[src/rtl/nrisc_pkg.sv]
// nrisc_pkg: shared constants for the nRisc 8-bit datapath.
// Data width and select encodings used by the operand/result muxes.
package nrisc_pkg;

  localparam int DATA_W = 8;

  localparam logic SEL_IN1 = 1'b0;
  localparam logic SEL_IN2 = 1'b1;

endpackage

[src/rtl/mux2_comb.sv]
// mux2_comb: purely combinational WIDTH-wide 2:1 select.
// Feeds the output register stage of mux2_reg.
module mux2_comb
  import nrisc_pkg::*;
#(
  parameter int WIDTH = DATA_W
) (
  input  logic [WIDTH-1:0] a_i,
  input  logic [WIDTH-1:0] b_i,
  input  logic             sel_i,
  output logic [WIDTH-1:0] y_o
);

  assign y_o = (sel_i == SEL_IN2) ? b_i : a_i;

endmodule

[src/rtl/mux2_reg.sv]
// mux2_reg: registered 2:1 selector, one cycle latency.
// MUX_PARITY_EN adds an even-parity output tracking out_put.
module mux2_reg
  import nrisc_pkg::*;
#(
  parameter int WIDTH = DATA_W
) (
  input  logic             clk,
  input  logic             rst_n,
  input  logic [WIDTH-1:0] input1,
  input  logic [WIDTH-1:0] input2,
  input  logic             signalchoice,
  output logic [WIDTH-1:0] out_put,
`ifdef MUX_PARITY_EN
  output logic             out_parity,
`endif
  output logic             out_valid
);

  logic [WIDTH-1:0] out_d, out_q;
  logic             valid_q;

  mux2_comb #(
    .WIDTH(WIDTH)
  ) u_sel (
    .a_i  (input1),
    .b_i  (input2),
    .sel_i(signalchoice),
    .y_o  (out_d)
  );

  always_ff @(posedge clk) begin
    if (!rst_n) begin
      out_q   <= '0;
      valid_q <= 1'b0;
    end else begin
      out_q   <= out_d;
      valid_q <= 1'b1;
    end
  end

  assign out_put   = out_q;
  assign out_valid = valid_q;

`ifdef MUX_PARITY_EN
  logic par_q;

  // Computed from the same select result so it always matches out_put.
  always_ff @(posedge clk) begin
    if (!rst_n) par_q <= 1'b0;
    else        par_q <= ^out_d;
  end

  assign out_parity = par_q;
`endif

endmodule

[config.mk]
export PLATFORM = sky130hd
export DESIGN_NAME = mux2_reg
export DESIGN_NICKNAME = d
export VERILOG_FILES = /design/src/rtl/nrisc_pkg.sv /design/src/rtl/mux2_comb.sv /design/src/rtl/mux2_reg.sv
export SDC_FILE = /design/constraint.sdc
export NUM_CORES = 1
export LEC_CHECK = 0
export BUFFER_PORTS_ARGS = -buffer_cell sky130_fd_sc_hd__buf_2
export CAP_MARGIN = 30
export CELL_PAD_IN_SITES_DETAIL_PLACEMENT = 0
export CELL_PAD_IN_SITES_GLOBAL_PLACEMENT = 1
export CORE_AREA = 2 2 39 41
export DETAILED_ROUTE_END_ITERATION = 12
export DIE_AREA = 0 0 41 43
export PLACE_DENSITY = 0.79
export SYNTH_ARGS = -nofsm -noshare
export SYNTH_HDL_FRONTEND = slang
export SYNTH_HIERARCHICAL = 1
export SYNTH_SLANG_ARGS = --single-unit
[constraint.sdc]
create_clock -name clk -period 1.8 [get_ports clk]
set_clock_uncertainty 0.05 [all_clocks]
set_input_delay 0.27 -clock clk [delete_from_list [all_inputs] [get_ports clk]]
set_output_delay 0.27 -clock clk [all_outputs]
set_load 0.02 [all_outputs]
After elaboration in Yosys (flattened, before gate mapping)
Cells that the tools add are included.

Output and inout port bits: 9. Input port bits: 19. Register bits: 9. Word-level logic and storage cells: 4.

Muxes and demuxes: 2.

Operator list (count): $mux W8 (1); $mux W1 (1).

Longest topological paths before layout
Gate-level depths: netlist of run 1.

Word-level depth: 1. Depth in mapped cells: 3. Mapped depth without buffers: 2.

Hierarchy
Netlist of run 1, hierarchy kept.

Modules (own cells, without submodules): mux2_reg (times used 1, cells each 17, seq. area each 180.2 µm², area each 230.2 µm²); mux2_comb (times used 1, cells each 9, seq. area each 0.0 µm², area each 131.4 µm²).

Worst setup path before layout of run 1
Ideal clock, no wire load.

Path kind: input -> register. Start: in signalchoice. End: reg out_q[0] (netlist: out_put[0]). Required time: 1.635 ns. Buffers on the path: 1. Library setup time: 0.115 ns. Path slack: 0.807 ns. Stages on the path: 3. Arrival: 0.828 ns. Cell sequence: buf_6 -> mux2_4 -> and2_1.

Longest elaborated chain between the ends: 1.

Ends and longest elaborated chain: from (decl) (RTL line mux2_reg.sv:12) `input logic signalchoice,`; $mux W8 (RTL line mux2_comb.sv:14) `assign y_o = (sel_i == SEL_IN2) ? b_i : a_i;`; named net out_d[0] (RTL line mux2_reg.sv:20) `logic [WIDTH-1:0] out_d, out_q;`; to (signal assigned) (RTL line mux2_reg.sv:37) `out_q <= out_d;`; to (decl) (RTL line mux2_reg.sv:20).

The timed path passes the listed nets, and every way through them passes these cells. A chain may end at the register's enable or synchronous reset.

Final worst setup path of run 1
Start: reg out_q[5] (netlist: out_put[5]). End: out out_put[5].

RTL lines: to (decl) (RTL line mux2_reg.sv:13) `output logic [WIDTH-1:0] out_put,`.

No word-level cell between the ends.

==> results.ini, run 1 <==
[power]
switching_power_mw = 0.0979
p_leak_nw = 0.290
p_int_mw = 0.346
pwr-share-seq = 0.485
ir_drop_mv = 0.235
clockPowerShare = 0.324
swShare = 0.221
power_frac_comb = 0.191
power.density_mw_per_mm2 = 834

[sta]
fmax_mhz = 976
rsz0062_at_grt = false
post-route-period-util = 0.569
fin_tns_setup_ns = 0
relSlewSlack = 0.844
finalHoldViolCount = 0
post-route-min-period_ns = 1.02
slew_viol_final = 0
whs_ns = 0.155
worst_slew_pin_slew_ns = 0.234
finalSetupViolations = 0

[layout]
fin_util = 0.384
drive_above_1_share = 0.679
area_growth_pct = 47.1
final_cell_area_um2 = 532
antennaDiodeCount = 0
final_cells = 72
nets = 76

[placed_design]
placed_area_um2 = 505
place.gp.congestion = 0.642
dp.cells = 68
io_buffers = 27

[min_path]
hp-class = in -> reg

[clocking]
cts.clk_slew.worst_paths_ns = 0.06
cts.repair.resized = 0
cts.htree.levels = 1
cts_tree = built
clockRootBuffer = clkbuf_4
cts_buffers = 3
clockBufferDepth = 2
hold_buffers = 0
post_cts_buffers = 0
clock-sinks = 9

[yosys]
synth.top_cell.area_share = 0.498
synth.area.top_cells = dfxtp_1 (50%), mux2_4 (33%), and2_1 (14%)
synth_seq_cells = 9
syn_avg_cell_area_um2 = 13.9
netlist_area_um2 = 362
synth_nets = 45
synth-seq-area-share = 0.498
synth_top_area_cell = dfxtp_1
postSynthCellCount = 26
yosys_warnings = 6
synth_cell_types = 4

[die]
start_util = 0.261
die_w_um = 41
core.rowCount = 14
ios = 28
core_mm2 = 0.00138
die_h_um = 43
die_area_mm2 = 0.00176

[global_route]
grt_usage = 0.0796
grt_max_degree = 10
antenna_found_initial = 0
grt_pass1_vias = 255
grt_pass1_wl_um = 917
grt.overflow.total = 0

[setup_path]
cp-start-kind = flip-flop
critPathSlowestCell = dfxtp_1
cp_max_fo = 1
path_buf_inv = 1
setup.worst_path.end_class = output port
crit_arrival_ns = 0.70
crit_chain = buf_2
cp.required_ns = 1.48
crit_type = reg -> out
cpPeakStageDelay_ns = 0.31
cpLargestDelayFamily = flip-flops

[route]
wirelength_um = 607
dr.pass1.iters = 2
drc = 0
antenna_left = 0
avgViaCountPerCell = 3.85
wl_per_cell_um = 8.43
drtIter0Drc = 1
vias = 277

[flow_run]
maxCapViolations = 0

[run_status]
status = finished, final reports clean

-- power by group through the flow --
stage	registers, mW	logic, mW	clock network, mW
after CTS	0.215	0.0864	0.149
final	0.215	0.0847	0.144
after detailed placement	0.219	0.0863	0
after global routing	0.216	0.0930	0.153
after floorplan	0.237	0.0357	0
after global placement	0.219	0.0856	0
-- worst paths after layout --
check	from	end	slack [ns]	cells after the start
max	out_put[5]	out_put[5]	0.78	1
min	rst_n	out_valid	0.15	1
-- stage by stage --
step | total power [mW] | setup WS [ns]
after floorplan | 0.273 | 0.807
after detailed placement | 0.306 | 0.654
after global placement | 0.305 | 0.668
final | 0.443 | 0.776
after CTS | 0.451 | 0.761
after global routing | 0.462 | 0.738
-- cells in the final DEF (no fill, tap or decap) --
cell type | netlist | routed
and2_1 | 8 | 8
clkbuf_4 | 0 | 3
mux2_4 | 8 | 8
clkbuf_1 | 0 | 1
buf_2 | 0 | 27
dfxtp_1 | 9 | 9
-- state kept, by name (all words and copies together) (netlist names) --
signal,flops
out_put,8
out_valid,1
-- synthesized netlist by cell type (all sizes together) --
cell type,n
dfxtp,9
and2,8
mux2,8
buf,1
-- cell families after synthesis --
family,Yosys count,share of synthesized area
buffers and inverters,1,0.0311
DFF,9,0.498
muxes,8,0.332
and+or+nand+nor,8,0.138
-- final cells by class --
cell class	instances	area [um^2]
timing repair buffer	27	135
clock buffer	4	26.3
multi-input combinational	16	170
fill	149	852
tap	16	20.0
sequential	9	180
-- per-layer routing --
layer | wire length (um) | GRT usage
met4 | 17 | 0.100
met2 | 218 | 0.100
met3 | 115 | 0
met1 | 255 | 0.104
met5 | 0 | 0
Note: power is estimated with default switching activity, not from simulation.
==> run 2: changes to the inputs <==
--- a/config.mk
+++ b/config.mk
@@ -5,14 +5,14 @@
 export SDC_FILE = /design/constraint.sdc
 export NUM_CORES = 1
 export LEC_CHECK = 0
+export ABC_AREA = 1
 export BUFFER_PORTS_ARGS = -buffer_cell sky130_fd_sc_hd__buf_2
 export CAP_MARGIN = 30
 export CELL_PAD_IN_SITES_DETAIL_PLACEMENT = 0
 export CELL_PAD_IN_SITES_GLOBAL_PLACEMENT = 1
-export CORE_AREA = 2 2 39 41
+export CORE_UTILIZATION = 22
 export DETAILED_ROUTE_END_ITERATION = 12
-export DIE_AREA = 0 0 41 43
-export PLACE_DENSITY = 0.79
+export PLACE_DENSITY = 0.75
 export SYNTH_ARGS = -nofsm -noshare
 export SYNTH_HDL_FRONTEND = slang
 export SYNTH_HIERARCHICAL = 1
==> constraint.sdc (replaced) <==
create_clock -name clk -period 1.05 [get_ports clk]
set_clock_uncertainty 0.05 [all_clocks]
set_input_delay 0.1575 -clock clk [delete_from_list [all_inputs] [get_ports clk]]
set_output_delay 0.1575 -clock clk [all_outputs]
set_load 0.02 [all_outputs]
==> results.ini, run 2 <==
[global_route]
grt_pass1_wl_um = 1040  ; +13%
grt_max_degree = 10  ; unchanged
grt_pass1_vias = 283  ; +11%
grt_usage = 0.0831  ; +0.00347
antenna_found_initial = 0  ; unchanged
use_met3 = 0.0435  ; +0.0435
grt_util_met1 = 0.0780  ; -0.0263
grt.busiest_layer = met2
grt.overflow.total = 0  ; unchanged
gr-usage-met2 = 0.128  ; +0.0281

[die]
core_mm2 = 0.00149  ; +7.6%
die_w_um = 41.9  ; +2.2%
core.rowCount = 14  ; unchanged
ios = 28  ; unchanged
start_util = 0.235  ; -0.0260
die_h_um = 41.9  ; -2.5%
die_area_mm2 = 0.00176  ; -0.40%

[yosys]
synth_ff_type = dfxtp_1
synth-edff-count = 0  ; unchanged
synth.top_cell.area_share = 0.514  ; +0.0160
postSynthCellCount = 52  ; +100%
synth_nets = 71  ; +58%
synth.area.top_cells = dfxtp_1 (51%), nand2_1 (34%), inv_1 (8.6%)
yosys_warnings = 6  ; unchanged
syn_avg_cell_area_um2 = 6.74  ; -52%
ys_top_cells_by_count = nand2_1 (32), dfxtp_1 (9), inv_1 (8)
synth_cell_types = 6  ; +2
netlist_area_um2 = 350  ; -3.1%
synth_top_area_cell = dfxtp_1
ys_async_sr_fraction = 0  ; unchanged
synth_most_common_cell = nand2_1
synth-seq-area-share = 0.514  ; +0.0160
synth_seq_cells = 9  ; unchanged

[route]
avgViaCountPerCell = 3.58  ; -7.0%
vias = 347  ; +25%
drc = 0  ; unchanged
drtIter0Drc = 2  ; +1
wl_per_cell_um = 7.34  ; -13%
antenna_left = 0  ; unchanged
wirelength_um = 712  ; +17%
dr.pass1.iters = 2  ; unchanged

[clocking]
clockBufferDepth = 2  ; unchanged
hold_buffers = 0  ; unchanged
cts.clk_slew.worst_paths_ns = 0.06  ; about the same
clockRootBuffer = clkbuf_4
cts.htree.levels = 1  ; unchanged
cts.repair.resized = 0  ; unchanged
clock-sinks = 9  ; unchanged
cts_buffers = 3  ; unchanged
post_cts_buffers = 0  ; unchanged
cts_tree = built

[setup_path]
path_buf_inv = 1  ; unchanged
cpLargestDelayFamily = flip-flops
cp-start-kind = flip-flop
crit_type = reg -> out
crit_chain = buf_2
crit_start = out_put[5]
cp_max_fo = 1  ; unchanged
critPathSlowestCell = dfxtp_1
cp.required_ns = 0.84  ; -0.64 ns
cpPeakStageDelay_ns = 0.31  ; about the same
crit_arrival_ns = 0.71  ; about the same
setup.worst_path.end_class = output port

[sta]
post-route-period-util = 0.873
relSlewSlack = 0.895  ; +0.0509
worst_slew_pin_slew_ns = 0.158  ; -0.0764 ns
finalSetupViolations = 0  ; unchanged
post-route-min-period_ns = 0.917
slew_viol_final = 0  ; unchanged
finalHoldViolCount = 0  ; unchanged
fin_tns_setup_ns = 0  ; unchanged
rsz0062_at_grt = false
fmax_mhz = 1090

[power]
ir_drop_mv = 0.295  ; +25%
p_leak_nw = 0.359  ; +24%
power.density_mw_per_mm2 = 1440  ; +73%

[placed_design]
place.gp.congestion = 0.622  ; -3.1%
hpwl_um = 593
io_buffers = 27  ; unchanged

[min_path]
hp-class = in -> reg
hold_path.startpoint = rst_n
hold_end = out_valid
whs_path_depth = 1  ; unchanged

[layout]
nets = 101  ; +33%
fin_util = 0.346  ; -0.0380
final_cell_mix = nand2_1 (32), buf_2 (27), dfxtp_1 (9), inv_1 (8), clkbuf_4 (3)
antennaDiodeCount = 0  ; unchanged
largest_reg_flops = 8  ; unchanged
drive_above_1_share = 0.383  ; -0.296
area_growth_pct = 47.1  ; about the same
final_common_cell = nand2_1

[flow_run]
maxCapViolations = 0  ; unchanged

[run_status]
status = finished, final reports clean

[run 2: power by group]
part           switching (mW)  leakage [nW]  internal (mW)
clock                   0.102        0.0150          0.145
combinational          0.0758         0.269         0.0547
sequential            0.00349        0.0749          0.363
[run 2: worst max path at each step]
| stage | to | slack (ns) | depth (start not counted) |
|---|---|---|---|
| floorplan | out_put[0] | 0.41 | 6 |
| global placement | out_put[0] | 0.27 | 6 |
| detailed placement | out_put[1] | 0.25 | 6 |
| CTS | out_put[5] | 0.12 | 1 |
| global route | out_put[5] | 0.10 | 1 |
| finish | out_put[5] | 0.13 | 1 |
[run 2: metrics by stage]
stage	hold WS [ns]	total power [mW]	worst slack (ns)	area [um^2]	std cells
finish	0.0717	0.744	0.133	515	97
CTS	0.0683	0.755	0.121	515	97
global route	0.0645	0.791	0.101	515	97
detailed placement	0.333	0.506	0.250	489	93
floorplan	0.135	0.453	0.406	350	52
global placement	0.325	0.507	0.271	489	93
[run 2: routing by layer]
metal  vias to the layer above  share of wire
met5                         -              0
met4                         0          0.015
met3                         2          0.093
met2                        14           0.45
met1                       128           0.44
li1                        203              -
[run 2: cell families after synthesis]
logic type / Yosys count / synth area share
flip-flops: 9 / 0.514
buffers and inverters: 11 / 0.143
AND/OR/NAND/NOR: 32 / 0.343
[run 2: layout make-up]
class / instances / area, um^2
fillers: 160 / 973
flip-flops and latches: 9 / 180
repair buffers: 27 / 135
multi-input cells: 32 / 120
inverters: 9 / 33.8
clock buffers: 4 / 26.3
well taps: 16 / 20.0
==> run 3: changes to the inputs <==
--- a/config.mk
+++ b/config.mk
@@ -12,7 +12,7 @@
 export CELL_PAD_IN_SITES_GLOBAL_PLACEMENT = 1
 export CORE_UTILIZATION = 22
 export DETAILED_ROUTE_END_ITERATION = 12
-export PLACE_DENSITY = 0.75
+export PLACE_DENSITY = 0.76
 export SYNTH_ARGS = -nofsm -noshare
 export SYNTH_HDL_FRONTEND = slang
 export SYNTH_HIERARCHICAL = 1
==> results.ini, run 3 (synthesis results as in run 2) <==
[route]
dr.pass1.iters = 4  ; +2
antenna_left = 0  ; unchanged
vias = 374  ; +7.8%
drc = 0  ; unchanged
drtIter0Drc = 6  ; +4
wirelength_um = 802  ; +13%
wl_per_cell_um = 8.27  ; +13%
avgViaCountPerCell = 3.86  ; +7.8%

[global_route]
grt_max_degree = 10  ; unchanged
grt_pass1_wl_um = 1280  ; +23%
antenna_found_initial = 0  ; unchanged
grt_usage = 0.101  ; +0.0182
grt.overflow.total = 0  ; unchanged
grt_pass1_vias = 319  ; +13%

[layout]
drive_above_1_share = 0.383  ; unchanged
nets = 101  ; unchanged
n_fill_cell = 158  ; -1.3%
final_cell_mix = nand2_1 (32), buf_2 (27), dfxtp_1 (9), inv_1 (8), clkbuf_4 (3)
largest_reg_flops = 8  ; unchanged
final_common_cell = nand2_1
antennaDiodeCount = 0  ; unchanged
area_growth_pct = 47.1  ; unchanged

[sta]
post-route-min-period_ns = 0.941  ; +0.0240 ns
relSlewSlack = 0.895  ; about the same
fmax_mhz = 1060  ; -2.6%
rsz0062_at_grt = false
slew_viol_final = 0  ; unchanged
whs_ns = 0.0578  ; -0.0138 ns
fin_tns_setup_ns = 0  ; unchanged
finalHoldViolCount = 0  ; unchanged
finalSetupViolations = 0  ; unchanged
post-route-period-util = 0.896  ; +0.0229
worst_slew_pin_slew_ns = 0.157  ; -0.000383 ns

[setup_path]
critPathSlowestCell = dfxtp_1
crit_chain = buf_2
setup.worst_path.end_class = output port
path_buf_inv = 1  ; unchanged
cpLargestDelayFamily = flip-flops
crit_type = reg -> out
cp-start-kind = flip-flop
crit_arrival_ns = 0.73  ; +0.02 ns
cp.required_ns = 0.84  ; about the same
cpPeakStageDelay_ns = 0.31  ; about the same
cp_max_fo = 1  ; unchanged

[min_path]
hp-class = in -> reg

[die]
die_w_um = 41.9  ; unchanged
core.rowCount = 14  ; unchanged
ios = 28  ; unchanged
die_area_mm2 = 0.00176  ; unchanged
die_h_um = 41.9  ; unchanged
start_util = 0.235  ; unchanged
core_mm2 = 0.00149  ; unchanged

[clocking]
cts.clk_slew.worst_paths_ns = 0.06  ; about the same
hold_buffers = 0  ; unchanged
cts_buffers = 3  ; unchanged
cts_tree = built
clockBufferDepth = 2  ; unchanged
post_cts_buffers = 0  ; unchanged
cts.htree.levels = 1  ; unchanged
clockRootBuffer = clkbuf_4
clock-sinks = 9  ; unchanged
cts.repair.resized = 0  ; unchanged

[power]
swShare = 0.264  ; +0.0202
clockPowerShare = 0.351  ; +0.019
p_int_mw = 0.564  ; +0.20%
power_frac_comb = 0.171  ; -0.004
power.density_mw_per_mm2 = 1490  ; +2.9%
p_leak_nw = 0.359  ; unchanged
ir_drop_mv = 0.281  ; -4.6%
switching_power_mw = 0.202  ; +11%
pwr-share-seq = 0.478  ; -0.014

[run_status]
status = finished, final reports clean

[flow_run]
maxCapViolations = 0  ; unchanged

[placed_design]
io_buffers = 27  ; unchanged
hpwl_um = 639  ; +7.7%
place.gp.congestion = 0.734  ; +18%

-- run 3: final timing paths --
kind              cells after the start    endpoint        from  slack [ns]
setup / recovery                      1  out_put[7]  out_put[7]        0.11
hold / removal                        1   out_valid       rst_n        0.06
-- run 3: metrics by stage --
| step | worst slack (ns) | instances | utilization | instance area [um^2] | total power, mW |
|---|---|---|---|---|---|
| final | 0.109 | 97 | 0.346 | 515 | 0.766 |
| after global routing | 0.0776 | 97 | 0.346 | 515 | 0.822 |
| after CTS | 0.0998 | 97 | 0.346 | 515 | 0.771 |
| after detailed placement | 0.251 | 93 | 0.329 | 489 | 0.507 |
| after global placement | 0.272 | 93 | 0.329 | 489 | 0.507 |
| after floorplan | 0.406 | 52 | - | 350 | 0.453 |
-- run 3: metal layers --
metal,global-route usage,up-vias,routed length [um]
met1,0.124,151,322
met3,0.0217,3,82
met5,0,-,0
met2,0.144,18,373
li1,-,202,-
met4,0.0968,0,23
-- run 3: power by group through the flow --
stage | sequential (mW) | clock (mW) | combinational [mW]
final | 0.367 | 0.269 | 0.131
after global routing | 0.368 | 0.307 | 0.146
after CTS | 0.367 | 0.272 | 0.133
after detailed placement | 0.374 | 0 | 0.132
after global placement | 0.374 | 0 | 0.133
after floorplan | 0.404 | 0 | 0.0487
-- run 3: final cells by class --
cell class | instances | area [um^2] | share of cell area
clock buffers | 4 | 26.3 | 0.0510
inverters | 9 | 33.8 | 0.0655
multi-input cells | 32 | 120 | 0.233
flip-flops and latches | 9 | 180 | 0.350
well taps | 16 | 20.0 | 0.0388
repair buffers | 27 | 135 | 0.262
